--- src/rtl/sys_out_packer.sv ---
`default_nettype none
// ============================================================================
// Module      : sys_out_packer
// Description : Result write-back packer. Buffers complete COL-lane result
//               rows in a small row FIFO and serializes the head row into
//               32-bit words on a valid/ready stream. Rows arriving while
//               the FIFO is full are dropped and flagged with sticky ovf.
// Revision    : 1.0 - initial release
// ============================================================================
module sys_out_packer #(
  parameter int WIDTH = 16,  // lane width, must divide 32
  parameter int COL   = 32,  // lanes per row, multiple of 32/WIDTH
  parameter int DEPTH = 2    // row FIFO depth, power of two >= 2
) (
  input  logic             clk,
  input  logic             nrst,
  input  logic             in_vld,
  input  logic [WIDTH-1:0] in_data [COL],
  output logic             in_ready,
  output logic [31:0]      m_data,
  output logic             m_valid,
  input  logic             m_ready,
  output logic             m_last,
  input  logic             ovf_clr,
  output logic             ovf,
  output logic [15:0]      rows_out
);

  // Derived geometry
  localparam int c_lpw   = 32 / WIDTH;            // lanes per output word
  localparam int c_wpr   = COL / c_lpw;           // words per row
  localparam int c_row_w = COL * WIDTH;           // bits per stored row
  localparam int c_pw    = $clog2(DEPTH);         // FIFO pointer width
  localparam int c_cw    = $clog2(DEPTH + 1);     // occupancy width (0..DEPTH)
  localparam int c_ww    = (c_wpr > 1) ? $clog2(c_wpr) : 1;  // word index width

  localparam logic [c_cw-1:0] c_depth     = c_cw'(DEPTH);
  localparam logic [c_ww-1:0] c_widx_last = c_ww'(c_wpr - 1);

  typedef enum logic [0:0] {
    ST_IDLE   = 1'b0,
    ST_STREAM = 1'b1
  } state_t;

  // Registered state
  state_t              r_state;
  logic [c_pw-1:0]     r_wr_ptr;
  logic [c_pw-1:0]     r_rd_ptr;
  logic [c_cw-1:0]     r_cnt;
  logic [c_ww-1:0]     r_widx;
  logic                r_ovf;
  logic [15:0]         r_rows_out;
  logic [c_row_w-1:0]  r_mem [DEPTH];

  // Combinational helpers
  logic [c_row_w-1:0]  w_row;
  logic [c_row_w-1:0]  w_head;
  logic [31:0]         w_words [c_wpr];
  logic                w_wr;
  logic                w_hs;
  logic                w_pop;
  logic                w_drop;
  logic [c_cw-1:0]     w_cnt_nxt;

  // Flatten the incoming lane array; lane 0 occupies the least significant bits
  // so that consecutive lanes fill each 32-bit word from the bottom up.
  generate
    for (genvar g = 0; g < COL; g++) begin : g_pack
      assign w_row[g*WIDTH +: WIDTH] = in_data[g];
    end
  endgenerate

  // Slice the head row into output words; word k holds lanes k*LPW..k*LPW+LPW-1.
  assign w_head = r_mem[r_rd_ptr];
  generate
    for (genvar k = 0; k < c_wpr; k++) begin : g_words
      assign w_words[k] = w_head[k*32 +: 32];
    end
  endgenerate

  // in_ready depends only on registered occupancy, never on in_vld/m_ready.
  assign in_ready = (r_cnt != c_depth);
  assign m_valid  = (r_state == ST_STREAM);
  assign m_last   = m_valid && (r_widx == c_widx_last);
  assign m_data   = w_words[r_widx];
  assign ovf      = r_ovf;
  assign rows_out = r_rows_out;

  assign w_wr   = in_vld && in_ready;
  assign w_drop = in_vld && !in_ready;
  assign w_hs   = m_valid && m_ready;
  assign w_pop  = w_hs && (r_widx == c_widx_last);

  // Next occupancy: a write and a final-word pop in the same cycle cancel out.
  always_comb begin
    w_cnt_nxt = r_cnt;
    if (w_wr && !w_pop) begin
      w_cnt_nxt = r_cnt + c_cw'(1);
    end else if (!w_wr && w_pop) begin
      w_cnt_nxt = r_cnt - c_cw'(1);
    end
  end

  // Row storage write; contents are intentionally left unreset.
  always_ff @(posedge clk) begin
    if (w_wr) begin
      r_mem[r_wr_ptr] <= w_row;
    end
  end

  // FIFO pointers and occupancy.
  always_ff @(posedge clk) begin
    if (!nrst) begin
      r_wr_ptr <= '0;
      r_rd_ptr <= '0;
      r_cnt    <= '0;
    end else begin
      if (w_wr) begin
        r_wr_ptr <= r_wr_ptr + c_pw'(1);
      end
      if (w_pop) begin
        r_rd_ptr <= r_rd_ptr + c_pw'(1);
      end
      r_cnt <= w_cnt_nxt;
    end
  end

  // Streaming FSM: walks the word index across the head row and decides
  // whether to continue straight into the next row without a bubble.
  always_ff @(posedge clk) begin
    if (!nrst) begin
      r_state <= ST_IDLE;
      r_widx  <= '0;
    end else begin
      case (r_state)
        ST_IDLE: begin
          r_widx <= '0;
          if (r_cnt != '0) begin
            r_state <= ST_STREAM;
          end
        end
        ST_STREAM: begin
          if (w_hs) begin
            if (r_widx == c_widx_last) begin
              r_widx <= '0;
              if (w_cnt_nxt == '0) begin
                r_state <= ST_IDLE;
              end
            end else begin
              r_widx <= r_widx + c_ww'(1);
            end
          end
        end
        default: begin
          r_state <= ST_IDLE;
          r_widx  <= '0;
        end
      endcase
    end
  end

  // Sticky overflow flag; a drop in the same cycle as a clear wins.
  always_ff @(posedge clk) begin
    if (!nrst) begin
      r_ovf <= 1'b0;
    end else if (w_drop) begin
      r_ovf <= 1'b1;
    end else if (ovf_clr) begin
      r_ovf <= 1'b0;
    end
  end

  // Count of fully transmitted rows, wrapping naturally at 16 bits.
  always_ff @(posedge clk) begin
    if (!nrst) begin
      r_rows_out <= '0;
    end else if (w_pop) begin
      r_rows_out <= r_rows_out + 16'd1;
    end
  end

endmodule
`default_nettype wire

--- config.mk ---
export PLATFORM = sky130hd
export DESIGN_NAME = sys_out_packer
export DESIGN_NICKNAME = d
export VERILOG_FILES = /design/src/rtl/sys_out_packer.sv
export SDC_FILE = /design/constraint.sdc
export NUM_CORES = 1
export LEC_CHECK = 0
export BUFFER_PORTS_ARGS = -buffer_cell sky130_fd_sc_hd__buf_2
export CORE_MARGIN = 1.5
export CORE_UTILIZATION = 33
export DETAILED_ROUTE_END_ITERATION = 10
export HOLD_SLACK_MARGIN = 0.12
export SYNTH_ARGS = -nofsm -noshare
export SYNTH_HDL_FRONTEND = slang
export SYNTH_SLANG_ARGS = --single-unit
--- constraint.sdc ---
create_clock -name clk -period 36.5 [get_ports clk]
set_input_delay 3.65 -clock clk [delete_from_list [all_inputs] [get_ports clk]]
set_output_delay 3.65 -clock clk [all_outputs]
set_load 0.01 [all_outputs]
==> out/summary.txt <==
FLOORPLANNING
------------------------------------------------------------------------------
Height of the chip                                                      352 um
Floorplan core area                                                 0.120 mm^2
Die Wd                                                                  352 um
Floorplan die area                                                  0.124 mm^2
Site row count                                                             127
Boundary pin count                                                         569
Initial core utilization                                                 33.3%

CELLS AND AREA
------------------------------------------------------------------------------
Final non-filler cell total                                               4280
Area of all placed cells without fillers                           0.0484 mm^2
Final #Nets                                                               3087
Syn-to-layout area delta                                                 20.7%
Finished Core Util                                                       40.2%
Fraction of layout instances using a drive strength above 1              34.2%

DRT
------------------------------------------------------------------------------
DR iter-0 viols                                                           1824
Total wire length                                                    117000 um
Routed length per instance                                             27.3 um
Via count normalized by instance count                                    5.10
Number of nets still failing antenna checks after routing                    0
Pre-Repair DR Iteration Count                                                5
DRC violation count after routing                                            0
Routed vias                                                              21800

YOSYS
------------------------------------------------------------------------------
Synthesized area                                                   0.0401 mm^2
Most frequently used flop master after synthesis                  sky130_fd_sc_hd__edfxtp_1
Post-synthesis instance total                                             1965
Async set-reset flop share out of synthesis                                 0%
Post-synth EDFFs                                                          1024
Count of different cell masters after synthesis                             44
Number of synthesized register bits                                       1051
Post-Synthesis Net Count                                                  2486
Post-synthesis average cell area                                     20.4 um^2
Portion of the post-synthesis area used by sequential elements           78.0%
Count of warnings emitted by yosys                                           0

CLOCK TREE
------------------------------------------------------------------------------
Buffer levels on the longest clock path                                      3
Deepest level of the CTS H-tree                                              3
Number of gates resized after cts                                            0
Buffer type at the clock tree root                                sky130_fd_sc_hd__clkbuf_16
# hold bufs at CTS                                                           0
Clock insertion delay at the later pin of the skew report              0.69 ns
Post-CTS setup buffer count                                                  0
TritonCTS Sinks                                                           1051
Number of buffers created by CTS                                           111
Worst-path clk slew                                                    0.06 ns
CTS tree                                                                 built

WORST SETUP PATH
------------------------------------------------------------------------------
Start-to-end type of the worst setup path                         flip-flop to output pin
Endpoint class of the critical path                                 output pin
Buffering stage count on the worst path with inverters included              4
Max FO, Critical Path                                                       51
Destination of the worst register-to-register timing path         r_mem[0][295]
Crit. path cell count                                                        7
Arrival time of the worst setup path                                   5.79 ns
Crit path max-delay family                                        buffers and inverters
R2R cell count                                                               7
Startpoint of the worst-slack reg-to-reg timing path                  r_cnt[0]
CP endpoint                                                         m_data[20]
R2R Setup Slk                                                         31.76 ns
Critical Path Slowest Stage Cell                                  sky130_fd_sc_hd__dfxtp_4
Worst path max stage delay                                             0.90 ns
Worst path most repeated cell                                     sky130_fd_sc_hd__buf_4
Cell chain of the critical path                                   buf_4 > buf_4 > buf_4 > mux4_2 > a211oi_1 > a22oi_1 > buf_2
Crit path required time                                               32.85 ns
Worst Setup Start Kind                                               flip-flop

GLOBAL ROUTE
------------------------------------------------------------------------------
Pin count of the biggest net entering global routing                       159
Congestion Overflow GR                                                       0
Number of global-route vias before repair                                22900
Wire length of the first global-routing pass                         162000 um
Total global-route track usage                                           18.5%
Antenna violations before repair                                            58

PLACEMENT
------------------------------------------------------------------------------
Number of port buffers                                                     568
Placer Congestion                                                        0.813
Pre-CTS setup slack                                                   27.62 ns
HPWL after detailed placement                                         78500 um
Cell area reported after detailed placement                        0.0447 mm^2
Number of instances in the placed design                                  4065

PWR
------------------------------------------------------------------------------
Net Sw Frac                                                              22.1%
Leakage power total                                                    15.8 nW
Power density over the cells                                      57.0 mW/mm^2
Switching power                                                         609 uW
Highest ir drop seen on vdd                                            37.9 uV
Clk network pwr share                                                    40.5%
Logic gate share of total power                                           6.6%
Cell-internal power                                                    2.15 mW
Final Total Pwr                                                        2.76 mW
Sequential power share                                                   52.9%

STA
------------------------------------------------------------------------------
Maximum clock skew at final layout                                   0.0127 ns
Post-route setup TNS                                                      0 ns
Worst-case setup margin in the final layout                           27.06 ns
Achievable clock frequency                                             106 MHz
Setup repair after global routing missed its margin                      false
Worst-case hold slack                                                 0.484 ns
Worst slew pin tran                                                    1.16 ns
Final setup fails                                                            0
Number of max-slew violations in the final report                            0
Final period util                                                        25.9%
Hold Vio Cnt, Final                                                          0
Minimum clock period                                                   9.44 ns
Remaining max-slew budget at the tightest pin                            22.1%

MIN PATH
------------------------------------------------------------------------------
Hold Path Class                                                   flip-flop to flip-flop
Startpoint of the tightest hold check path                                 ovf

OUTCOME
------------------------------------------------------------------------------
Status                                                            finished clean

RUN
------------------------------------------------------------------------------
Max-cap viol count                                                           0

-- cell usage in the layout, fill, tap and decap left out, drive strengths merged, types with 9 or more instances in the layout --
cell / n
o221ai: 32
clkbuf: 143
a21oi: 42
bufinv: 11
nor2: 21
o22ai: 32
diode: 11
a211oi: 32
xnor2: 9
a221oi: 65
dfxtp: 27
nand3: 9
clkinv: 42
a22oi: 32
edfxtp: 1024
inv: 16
o21ai: 71
mux4: 128
buf: 607
nand2: 9
mux2i: 257
-- layout make-up --
class	count	area, um^2
Inverter	12	47.5
Clock buffer	143	2930
Tap cell	1612	2020
Timing Repair Buffer	607	3160
Antenna cell	11	27.5
Clock inverter	61	704
Multi-Input combinational cell	783	8200
Sequential cell	1051	31300
Fill cell	10800	71900
-- worst register-to-register path: cells and delay by family, from the launching register on --
family	cells	cell delay [ns]
fa+ha+maj	1	0.23
simple gates	2	0.90
buf+inv	4	2.78
flops	1	0.35
-- worst min path at each step --
stage	end	slack, ns	depth (start not counted)
2_1_floorplan	flip-flop	0.47	2
3_3_place_gp	ovf	0.46	2
3_5_place_dp	ovf	0.48	2
4_1_cts	ovf	0.48	2
5_1_grt	ovf	0.53	2
6_report	ovf	0.48	2
-- power groups by stage --
stage | registers (mW) | logic [mW] | clock network, mW
global placement | 1.48 | 0.179 | 0
CTS | 1.46 | 0.187 | 1.14
finish | 1.46 | 0.181 | 1.12
floorplan | 1.55 | 0.0907 | 0
detailed placement | 1.48 | 0.186 | 0
global route | 1.47 | 0.197 | 1.19
-- Yosys cell counts (all sizes together), types with 5 or more instances --
| master | instances | area share, % |
|---|---|---|
| xor2 | 6 | 0.13 |
| inv | 10 | 0.094 |
| a221oi | 65 | 1.4 |
| nand3 | 9 | 0.11 |
| nand2 | 9 | 0.084 |
| clkbuf | 66 | 0.64 |
| a21oi | 42 | 0.52 |
| o22ai | 32 | 0.50 |
| nor2 | 21 | 0.20 |
| nand4 | 5 | 0.15 |
| edfxtp | 1024 | 77 |
| dfxtp | 27 | 1.3 |
| xnor2 | 9 | 0.20 |
| o21ai | 71 | 0.89 |
| a211oi | 32 | 0.60 |
| buf | 53 | 0.89 |
| a22oi | 32 | 0.60 |
| mux4 | 128 | 7.2 |
| o221ai | 32 | 0.70 |
| mux2i | 257 | 6.4 |
-- per-layer routing --
| metal | GRT usage (%) | part of all wire [%] | vias up |
|---|---|---|---|
| met2 | 33.1 | 52 | 808 |
| met4 | 5.31 | 2.4 | 58 |
| met1 | 21.8 | 38 | 11200 |
| met3 | 4.80 | 7.5 | 216 |
| li1 | - | - | 9496 |
| met5 | 0 | 0.32 | - |
-- sequential cells by signal (all words and copies together), names as in the netlist, named ones only --
signal and flops:
r_rd_ptr 1, ovf 1, r_mem 1024, r_wr_ptr 1, rows_out 16, r_cnt 2, r_widx 4, m_valid 1
-- cells by family (layout without fill, tap and decap cells) --
family	Yosys count	in the layout	synth area share (%)
compound gates	310	310	5.31
xor+xnor	15	15	0.328
fa+ha+maj	4	4	0.125
buf+inv	131	823	1.64
flops	1051	1051	78.0
mux	385	385	13.6
other cells	0	11	0
simple gates	69	69	0.955
Note: power is estimated with default switching activity, not from simulation.
